`src/rtl/rt_ibex_register_window_spill.sv`:
```
// Banked register windows for nested interrupts, with oldest-window spill
// to memory on push and refill on mret when no window is left on chip.
module rt_ibex_register_window_spill #(
   parameter int DataWidth  = 32,
   parameter int NumWindows = 4,
   parameter int WindowSize = 7,
   parameter int MaxDepth   = 16
) (
   input  logic                         clk_i,
   input  logic                         rst_i,
   input  logic [4:0]                   raddr_a_i,
   input  logic [4:0]                   raddr_b_i,
   output logic [DataWidth-1:0]         rdata_a_o,
   output logic [DataWidth-1:0]         rdata_b_o,
   input  logic [4:0]                   waddr_a_i,
   input  logic [DataWidth-1:0]         wdata_a_i,
   input  logic                         we_a_i,
   input  logic                         push_i,
   input  logic                         pop_i,
   input  logic [31:0]                  mcause_i,
   input  logic [31:0]                  mepc_i,
   output logic [31:0]                  mcause_o,
   output logic [31:0]                  mepc_o,
   output logic                         busy_o,
   output logic [$clog2(MaxDepth+1)-1:0] depth_o,
   output logic                         overflow_o,
   input  logic [31:0]                  spill_base_i,
   output logic                         mem_req_o,
   output logic                         mem_we_o,
   output logic [31:0]                  mem_addr_o,
   output logic [DataWidth-1:0]         mem_wdata_o,
   input  logic                         mem_gnt_i,
   input  logic                         mem_rvalid_i,
   input  logic [DataWidth-1:0]         mem_rdata_i
);

   localparam int FW = WindowSize + 2;
   localparam int DW = $clog2(MaxDepth + 1);
   localparam int RW = $clog2(NumWindows + 1);
   localparam int SW = $clog2(NumWindows);
   localparam int KW = $clog2(FW);
   localparam int OW = $clog2(WindowSize);

   typedef enum logic [1:0] {IDLE, SPILL, FILL} state_e;

   state_e                state_q, state_d;
   logic [DW-1:0]         depth_q, depth_d;
   logic [RW-1:0]         resident_q, resident_d;
   logic [KW-1:0]         k_q, k_d;
   logic [SW-1:0]         xslot_q, xslot_d;
   logic [DW-1:0]         frame_q, frame_d;
   logic                  wait_q, wait_d;
   logic                  busy_q, busy_d;
   logic                  req_q, req_d;
   logic                  we_q, we_d;
   logic [31:0]           addr_q, addr_d;
   logic [DataWidth-1:0]  wdata_q, wdata_d;
   logic                  ovf_q, ovf_d;
   logic [31:0]           pcause_q, pcause_d;
   logic [31:0]           pepc_q, pepc_d;

   logic [DataWidth-1:0]  base_rf  [32];
   logic [DataWidth-1:0]  win_rf   [NumWindows][WindowSize];
   logic [31:0]           cause_rf [NumWindows];
   logic [31:0]           epc_rf   [NumWindows];

   logic                  rf_we, win_we, cause_we, epc_we;
   logic [SW-1:0]         win_slot, csr_slot;
   logic [OW-1:0]         win_off_w;
   logic [DataWidth-1:0]  win_data;
   logic [31:0]           cause_data, epc_data;

   logic [SW-1:0]         cur_slot, new_slot, sel_slot;
   logic [KW-1:0]         sel_k;
   logic [DataWidth-1:0]  sel_word;
   logic [DW-1:0]         spilled;

   function automatic int win_idx(input logic [4:0] a);
      case (a)
         5'd1:    return 0;
         5'd5:    return 1;
         5'd10:   return 2;
         5'd11:   return 3;
         5'd12:   return 4;
         5'd13:   return 5;
         5'd15:   return 6;
         default: return -1;
      endcase
   endfunction

   function automatic logic win_hit(input logic [4:0] a);
      int m;
      m = win_idx(a);
      return (m >= 0) && (m < WindowSize);
   endfunction

   function automatic logic [OW-1:0] win_off(input logic [4:0] a);
      return OW'(win_idx(a));
   endfunction

   function automatic logic [31:0] word_addr(input logic [31:0] base,
                                             input logic [DW-1:0] n,
                                             input logic [KW-1:0] k);
      return base + ((32'(n) * 32'(FW) + 32'(k)) << 2);
   endfunction

   function automatic logic [DataWidth-1:0] rd_port(input logic [4:0] a);
      logic [DataWidth-1:0] v;
      v = '0;
      if (a != '0) v = base_rf[a];
      if (win_hit(a) && depth_q != '0) v = win_rf[cur_slot][win_off(a)];
      return v;
   endfunction

   assign cur_slot = SW'(depth_q - DW'(1));
   assign new_slot = SW'(depth_q);
   assign spilled  = depth_q - DW'(resident_q);

   always_comb begin
      rdata_a_o = rd_port(raddr_a_i);
      rdata_b_o = rd_port(raddr_b_i);
   end

   always_comb begin
      mcause_o = '0;
      mepc_o   = '0;
      if (depth_q != '0) begin
         mcause_o = cause_rf[cur_slot];
         mepc_o   = epc_rf[cur_slot];
      end
   end

   // Next outgoing spill word: word 0 of the oldest slot when starting.
   always_comb begin
      sel_slot = xslot_q;
      sel_k    = k_q + KW'(1);
      if (state_q == IDLE) begin
         sel_slot = new_slot;
         sel_k    = '0;
      end
      sel_word = DataWidth'(epc_rf[sel_slot]);
      if (sel_k < KW'(WindowSize))
         sel_word = win_rf[sel_slot][sel_k[OW-1:0]];
      else if (sel_k == KW'(WindowSize))
         sel_word = DataWidth'(cause_rf[sel_slot]);
   end

   always_comb begin
      state_d    = state_q;
      depth_d    = depth_q;
      resident_d = resident_q;
      k_d        = k_q;
      xslot_d    = xslot_q;
      frame_d    = frame_q;
      wait_d     = wait_q;
      busy_d     = busy_q;
      req_d      = req_q;
      we_d       = we_q;
      addr_d     = addr_q;
      wdata_d    = wdata_q;
      ovf_d      = ovf_q;
      pcause_d   = pcause_q;
      pepc_d     = pepc_q;
      rf_we      = 1'b0;
      win_we     = 1'b0;
      win_slot   = cur_slot;
      win_off_w  = win_off(waddr_a_i);
      win_data   = wdata_a_i;
      cause_we   = 1'b0;
      epc_we     = 1'b0;
      csr_slot   = cur_slot;
      cause_data = mcause_i;
      epc_data   = mepc_i;
      unique case (state_q)
         IDLE: begin
            if (we_a_i) begin
               if (win_hit(waddr_a_i) && depth_q != '0) win_we = 1'b1;
               else if (waddr_a_i != '0) rf_we = 1'b1;
            end
            if (push_i && pop_i && depth_q != '0) begin
               cause_we = 1'b1;
               epc_we   = 1'b1;
            end else if (pop_i) begin
               if (depth_q == '0) begin
                  ovf_d = 1'b1;
               end else begin
                  depth_d    = depth_q - DW'(1);
                  resident_d = resident_q - RW'(1);
                  // Last resident window leaving while older frames sit in memory.
                  if (resident_q == RW'(1) && depth_q != DW'(1)) begin
                     state_d = FILL;
                     busy_d  = 1'b1;
                     req_d   = 1'b1;
                     we_d    = 1'b0;
                     k_d     = '0;
                     wait_d  = 1'b0;
                     frame_d = spilled - DW'(1);
                     xslot_d = SW'(spilled - DW'(1));
                     addr_d  = word_addr(spill_base_i, spilled - DW'(1), '0);
                  end
               end
            end else if (push_i) begin
               if (depth_q == DW'(MaxDepth)) begin
                  ovf_d = 1'b1;
               end else if (resident_q == RW'(NumWindows)) begin
                  state_d  = SPILL;
                  busy_d   = 1'b1;
                  req_d    = 1'b1;
                  we_d     = 1'b1;
                  k_d      = '0;
                  frame_d  = spilled;
                  xslot_d  = new_slot;
                  addr_d   = word_addr(spill_base_i, spilled, '0);
                  wdata_d  = sel_word;
                  pcause_d = mcause_i;
                  pepc_d   = mepc_i;
               end else begin
                  depth_d    = depth_q + DW'(1);
                  resident_d = resident_q + RW'(1);
                  cause_we   = 1'b1;
                  epc_we     = 1'b1;
                  csr_slot   = new_slot;
               end
            end
         end
         SPILL: begin
            if (req_q && mem_gnt_i) begin
               if (k_q == KW'(FW - 1)) begin
                  state_d    = IDLE;
                  busy_d     = 1'b0;
                  req_d      = 1'b0;
                  we_d       = 1'b0;
                  depth_d    = depth_q + DW'(1);
                  cause_we   = 1'b1;
                  epc_we     = 1'b1;
                  csr_slot   = xslot_q;
                  cause_data = pcause_q;
                  epc_data   = pepc_q;
               end else begin
                  k_d     = k_q + KW'(1);
                  addr_d  = word_addr(spill_base_i, frame_q, k_q + KW'(1));
                  wdata_d = sel_word;
               end
            end
         end
         FILL: begin
            if (req_q) begin
               if (mem_gnt_i) begin
                  req_d  = 1'b0;
                  wait_d = 1'b1;
               end
            end else if (wait_q && mem_rvalid_i) begin
               wait_d = 1'b0;
               if (k_q < KW'(WindowSize)) begin
                  win_we    = 1'b1;
                  win_slot  = xslot_q;
                  win_off_w = k_q[OW-1:0];
                  win_data  = mem_rdata_i;
               end else if (k_q == KW'(WindowSize)) begin
                  cause_we   = 1'b1;
                  csr_slot   = xslot_q;
                  cause_data = 32'(mem_rdata_i);
               end else begin
                  epc_we   = 1'b1;
                  csr_slot = xslot_q;
                  epc_data = 32'(mem_rdata_i);
               end
               if (k_q == KW'(FW - 1)) begin
                  state_d    = IDLE;
                  busy_d     = 1'b0;
                  resident_d = RW'(1);
               end else begin
                  k_d    = k_q + KW'(1);
                  req_d  = 1'b1;
                  addr_d = word_addr(spill_base_i, frame_q, k_q + KW'(1));
               end
            end
         end
         default: state_d = IDLE;
      endcase
   end

   always_ff @(posedge clk_i) begin
      if (rst_i) begin
         state_q    <= IDLE;
         depth_q    <= '0;
         resident_q <= '0;
         k_q        <= '0;
         xslot_q    <= '0;
         frame_q    <= '0;
         wait_q     <= 1'b0;
         busy_q     <= 1'b0;
         req_q      <= 1'b0;
         we_q       <= 1'b0;
         addr_q     <= '0;
         wdata_q    <= '0;
         ovf_q      <= 1'b0;
         pcause_q   <= '0;
         pepc_q     <= '0;
      end else begin
         state_q    <= state_d;
         depth_q    <= depth_d;
         resident_q <= resident_d;
         k_q        <= k_d;
         xslot_q    <= xslot_d;
         frame_q    <= frame_d;
         wait_q     <= wait_d;
         busy_q     <= busy_d;
         req_q      <= req_d;
         we_q       <= we_d;
         addr_q     <= addr_d;
         wdata_q    <= wdata_d;
         ovf_q      <= ovf_d;
         pcause_q   <= pcause_d;
         pepc_q     <= pepc_d;
      end
   end

   // Register and window contents deliberately survive reset.
   always_ff @(posedge clk_i) begin
      if (!rst_i) begin
         if (rf_we) base_rf[waddr_a_i] <= wdata_a_i;
         if (win_we) win_rf[win_slot][win_off_w] <= win_data;
         if (cause_we) cause_rf[csr_slot] <= cause_data;
         if (epc_we) epc_rf[csr_slot] <= epc_data;
      end
   end

   assign busy_o      = busy_q;
   assign depth_o     = depth_q;
   assign overflow_o  = ovf_q;
   assign mem_req_o   = req_q;
   assign mem_we_o    = we_q;
   assign mem_addr_o  = addr_q;
   assign mem_wdata_o = wdata_q;

endmodule

```
`config.mk`:
```
export PLATFORM = sky130hd
export DESIGN_NAME = rt_ibex_register_window_spill
export DESIGN_NICKNAME = d
export VERILOG_FILES = /design/src/rtl/rt_ibex_register_window_spill.sv
export SDC_FILE = /design/constraint.sdc
export NUM_CORES = 2
export LEC_CHECK = 0
export ABC_AREA = 1
export BUFFER_PORTS_ARGS = -buffer_cell sky130_fd_sc_hd__buf_2
export CAP_MARGIN = 5
export CELL_PAD_IN_SITES_DETAIL_PLACEMENT = 1
export CELL_PAD_IN_SITES_GLOBAL_PLACEMENT = 2
export CORE_MARGIN = 1.5
export CORE_UTILIZATION = 43
export DETAILED_ROUTE_END_ITERATION = 8
export PLACE_DENSITY_LB_ADDON = 0.1
export SETUP_SLACK_MARGIN = 0.02
export SYNTH_ARGS = -nofsm -noshare
export SYNTH_HDL_FRONTEND = slang
export SYNTH_SLANG_ARGS = --single-unit
```
`constraint.sdc`:
```
create_clock -name clk_i -period 12.8 [get_ports clk_i]
set_input_delay 2.56 -clock clk_i [delete_from_list [all_inputs] [get_ports clk_i]]
set_output_delay 2.56 -clock clk_i [all_outputs]
set_load 0.01 [all_outputs]
```
==> impl_summary.md <==
Power
Power comes to 32.85 mW. The worst voltage drop across the vdd grid is 0.3236 mV. The power density over the cells is 248.6 nW/um^2. The leakage power is 51.20 nW.

Layout
Of the cells placed in the final design, the portion with a size suffix greater than 1 is 0.08812. For this run, the share of the core covered by cells in the final layout is 0.4834. The net count of the finished layout is 13.02k. Compared with the post-synthesis result, the final layout area differs by 11.87%. The total of fill cells in the finished design is 30.85k.

Timing
The measured slew at the worst slew-check pin is 1363 ps. The count of endpoints failing setup in the final report is 0. The worst relative slew slack is 0.09106. Setup repair after global routing left no endpoint under its margin.

The maximum clock skew at final layout is 52.40 ps. Timing would allow up to 101.7 MHz. For the final routed database, the setup TNS stands at 0 ps. The final count of hold timing violations is 0.

The number of slew-limit violations in the final report is 0. The routed design could run at a clock period as short as 9831 ps. On the final layout, the worst hold slack is 449.8 ps. The share of the clock period used by the worst path after layout is 0.7681.

GRT
The first global-routing pass estimated 792100 um of wire. The number of global-route vias before repair is 105.7k. The initial antenna violation count was 71.

In the global route stage, overall resource usage came out at 0.3971. Global routing finished with a remaining overflow of 0. The largest net degree at the start of global routing is 198.

Flow run
The tool flagged a number of max-cap violations equal to 0.

Synth
The area fraction in compound gates after synthesis came to 0.1526. In this run the cell area of the synthesized design comes to 118100 sq um. The warning count from the yosys run is 0. The fraction of post-synthesis cell area in the top cell type by area is 0.5532. Of the total synthesized cell area, the portion taken by AND, OR, NAND and NOR gates is 0.1898. The largest family of logic cells by synthesized area is simple AND/OR/NAND/NOR gates. After synthesis, the netlist uses 48 different library cells.

The adder-cell area share of the yosys netlist is 0.005932. The proportion of synthesized flip-flops having asynchronous set or reset is 0. Of the post-synthesis cell area, the part taken by muxes is 0.00008474. Of the total synthesized cell area, the portion taken by XOR and XNOR cells is 0.002447. The count of flip-flops with a built-in enable after synthesis is 2176. Yosys attributes the largest share of cell area to edfxtp_1 55%, nand2_1 9.1%, nand3_1 7.1%. The dominant synthesized flop cell is edfxtp_1. Counting flops and latches in the post-synthesis netlist gives 2330.

The post-synthesis area per instance is 9.196 sq um. Of the synthesized area, sequential elements account for 0.5793. Synthesis produced a netlist whose cell count is 12.85k. The synthesized design spends more area on one cell type than any other, namely edfxtp_1.

Worst setup path
The cell type of the slowest stage on the worst timing path is buf_4. The most numerous cell type found on the critical path is nand3_1. The required time of the critical path is 10240 ps.

On the worst path, the slowest cell contributes a delay of 670 ps. The maximum fanout along the worst path is 65. The sort of element at the end of the critical path is an output pin. The critical path is of the in -> out type. The critical path data arrival time is 7270 ps. The critical path startpoint category is an input pin. The critical path goes through buf_2 > nand2_1 > buf_4 > inv_2 > nand3_1 > nand3_4 > nor2_1 > nor2_4 > buf_4 > inv_2 > buf_4 > nand3_1 > nand3_1 > nand3_1 > nand2_1 > buf_2.

Routing
The number of DRC violations after detailed-routing iteration 0 is 14.58k. In the routed design, unresolved DRC markers number 0. Dividing the detail-routed via count by the number of cells gives 6.442.

The pre-antenna-repair detailed-routing pass consisted of 6 iterations. The wire length reported by the detailed router is 567500 um. The average wire per standard cell is 34.19 um. The routed layout has 106.9k vias. The number of routed nets with antenna violations is 0.

Die
The initial utilization of the core area, before any placement, comes to 0.4321. From bottom edge to top edge, the die measures 527.1 um. The overall die area is 277900 sq um. The overall die width is 527.1 um. For this design the top-level I/O count stands at 383.

The area of the core is 273400 sq um. The total number of placement rows is 192.

Placed design
The HPWL after detailed placement is 342400 um. The global placer's final weighted congestion is 0.9166. The count of buffers added on input and output ports is 382.

Clocking
TritonCTS built the clock tree. In this run the deepest clock path goes through 4 buffers. The clock transition at the register clock pins on the worst setup and hold paths after CTS is 50 ps. The number of clock buffers added by TritonCTS is 273.

The number of buffers inserted by post-CTS setup repair is 0. After clock tree synthesis, the flow added hold-fix buffers numbering 0. In this run the number of H-tree levels came out at 5. Gates resized during post-CTS repair numbered 0. The master cell of the clock root buffer is clkbuf_16. The clock latency on the worst-skew pair is 930 ps. The total number of clock tree sinks is 2330.

Outcome
The flow ran to the end, and the final reports show no timing, DRC or antenna violations.

Hold path
The worst hold path class is reg -> reg.
-- worst paths after layout --
kind                 startpoint              to  slack [ps]  depth (start not counted)
setup reg to reg     depth_o[0]  mem_addr_o[24]        7120                         28
hold reg to reg   mem_addr_o[2]   mem_addr_o[2]         450                          2
hold / removal    mem_addr_o[2]   mem_addr_o[2]         450                          2
setup / recovery   raddr_b_i[3]   rdata_b_o[15]        2970                         16
-- layout by cell type (no fill, tap or decap), types with 203 or more instances in the layout --
cell type / Yosys / final
nand2_1: 2849 / 2835
buf_4: 6 / 203
edfxtp_1: 2176 / 2176
o21ai_0: 913 / 881
buf_2: 175 / 382
a21oi_1: 804 / 803
a22oi_1: 743 / 743
o22ai_1: 305 / 305
nand3_1: 1677 / 1671
inv_1: 1136 / 1127
nor2_1: 523 / 472
clkbuf_16: 0 / 284
-- metrics by stage --
stage | area, sq um | worst slack, ps | std cells
after floorplan | 118200 | 6166 | 12876
after global placement | 123600 | 3066 | 16096
after detailed placement | 123600 | 3072 | 16096
after CTS | 132000 | 3067 | 16569
after global routing | 132100 | 2859 | 16589
final | 132200 | 2969 | 16599
-- metal layers --
layer / GRT usage / up-vias / part of all wire
li1: - / 45196 / -
met5: 0 / - / 0.00053
met1: 0.5217 / 54494 / 0.39
met3: 0.09053 / 1347 / 0.11
met4: 0.2270 / 42 / 0.065
met2: 0.6033 / 5848 / 0.44
-- Yosys cell counts (all sizes together), types with 2 or more instances --
library cell	instances
a211oi	2
a21o	14
a21oi	804
a22o	7
a22oi	743
a31oi	13
and3	5
buf	303
clkbuf	668
clkinv	2
dfxtp	154
edfxtp	2176
fa	5
ha	48
inv	1160
nand2	2853
nand3	1678
nand3b	38
nand4	113
nor2	532
nor3	40
nor4	2
o211ai	130
o21ai	954
o221ai	14
o22a	39
o22ai	305
or2	4
xnor2	8
xor2	25
-- sequential cells by signal (all words and copies together) (netlist names) --
signal and cells:
state_q 2, pepc_q 32, mem_wdata_o 32, win_rf 896, epc_rf 128, mem_we_o 1, wait_q 1, base_rf 1024
depth_o 5, resident_q 3, busy_o 1, frame_q 5, cause_rf 128, xslot_q 2, overflow_o 1, k_q 4
mem_addr_o 32, pcause_q 32, mem_req_o 1
-- cells by family after synthesis --
group | Yosys count
XOR/XNOR | 33
flip-flops | 2330
buffers and inverters | 2133
AND/OR/NAND/NOR | 5266
AO/OA/AOI/OAI | 3028
other | 1
adder cells (fa/ha/maj) | 53
multiplexers | 1
-- where the power goes --
| group | leakage, nW | internal (mW) | switching [mW] | total, mW |
|---|---|---|---|---|
| clock | 4.09 | 4.36 | 3.26 | 7.62 |
| sequential | 20.9 | 8.69 | 0.149 | 8.84 |
| combinational | 26.2 | 3.71 | 12.7 | 16.4 |
-- cell type report --
type,count,area [sq um],share of cell area
Sequential cell,2330,68430,0.5178
Timing Repair Buffer,604,3819,0.02890
Clock inverter,122,1039,0.007858
Inverter,1162,4408,0.03336
Clock buffer,351,7388,0.05591
Multi-Input combinational cell,8413,42510,0.3217
Antenna cell,28,70.07,0.0005302
Tap cell,3589,4491,0.03398
-- worst max-delay path: cells and delay by family --
family,cells,cell delay [ps]
and+or+nand+nor,9,2150
buffers and inverters,7,2450
Power figures use the tool's default switching activity.
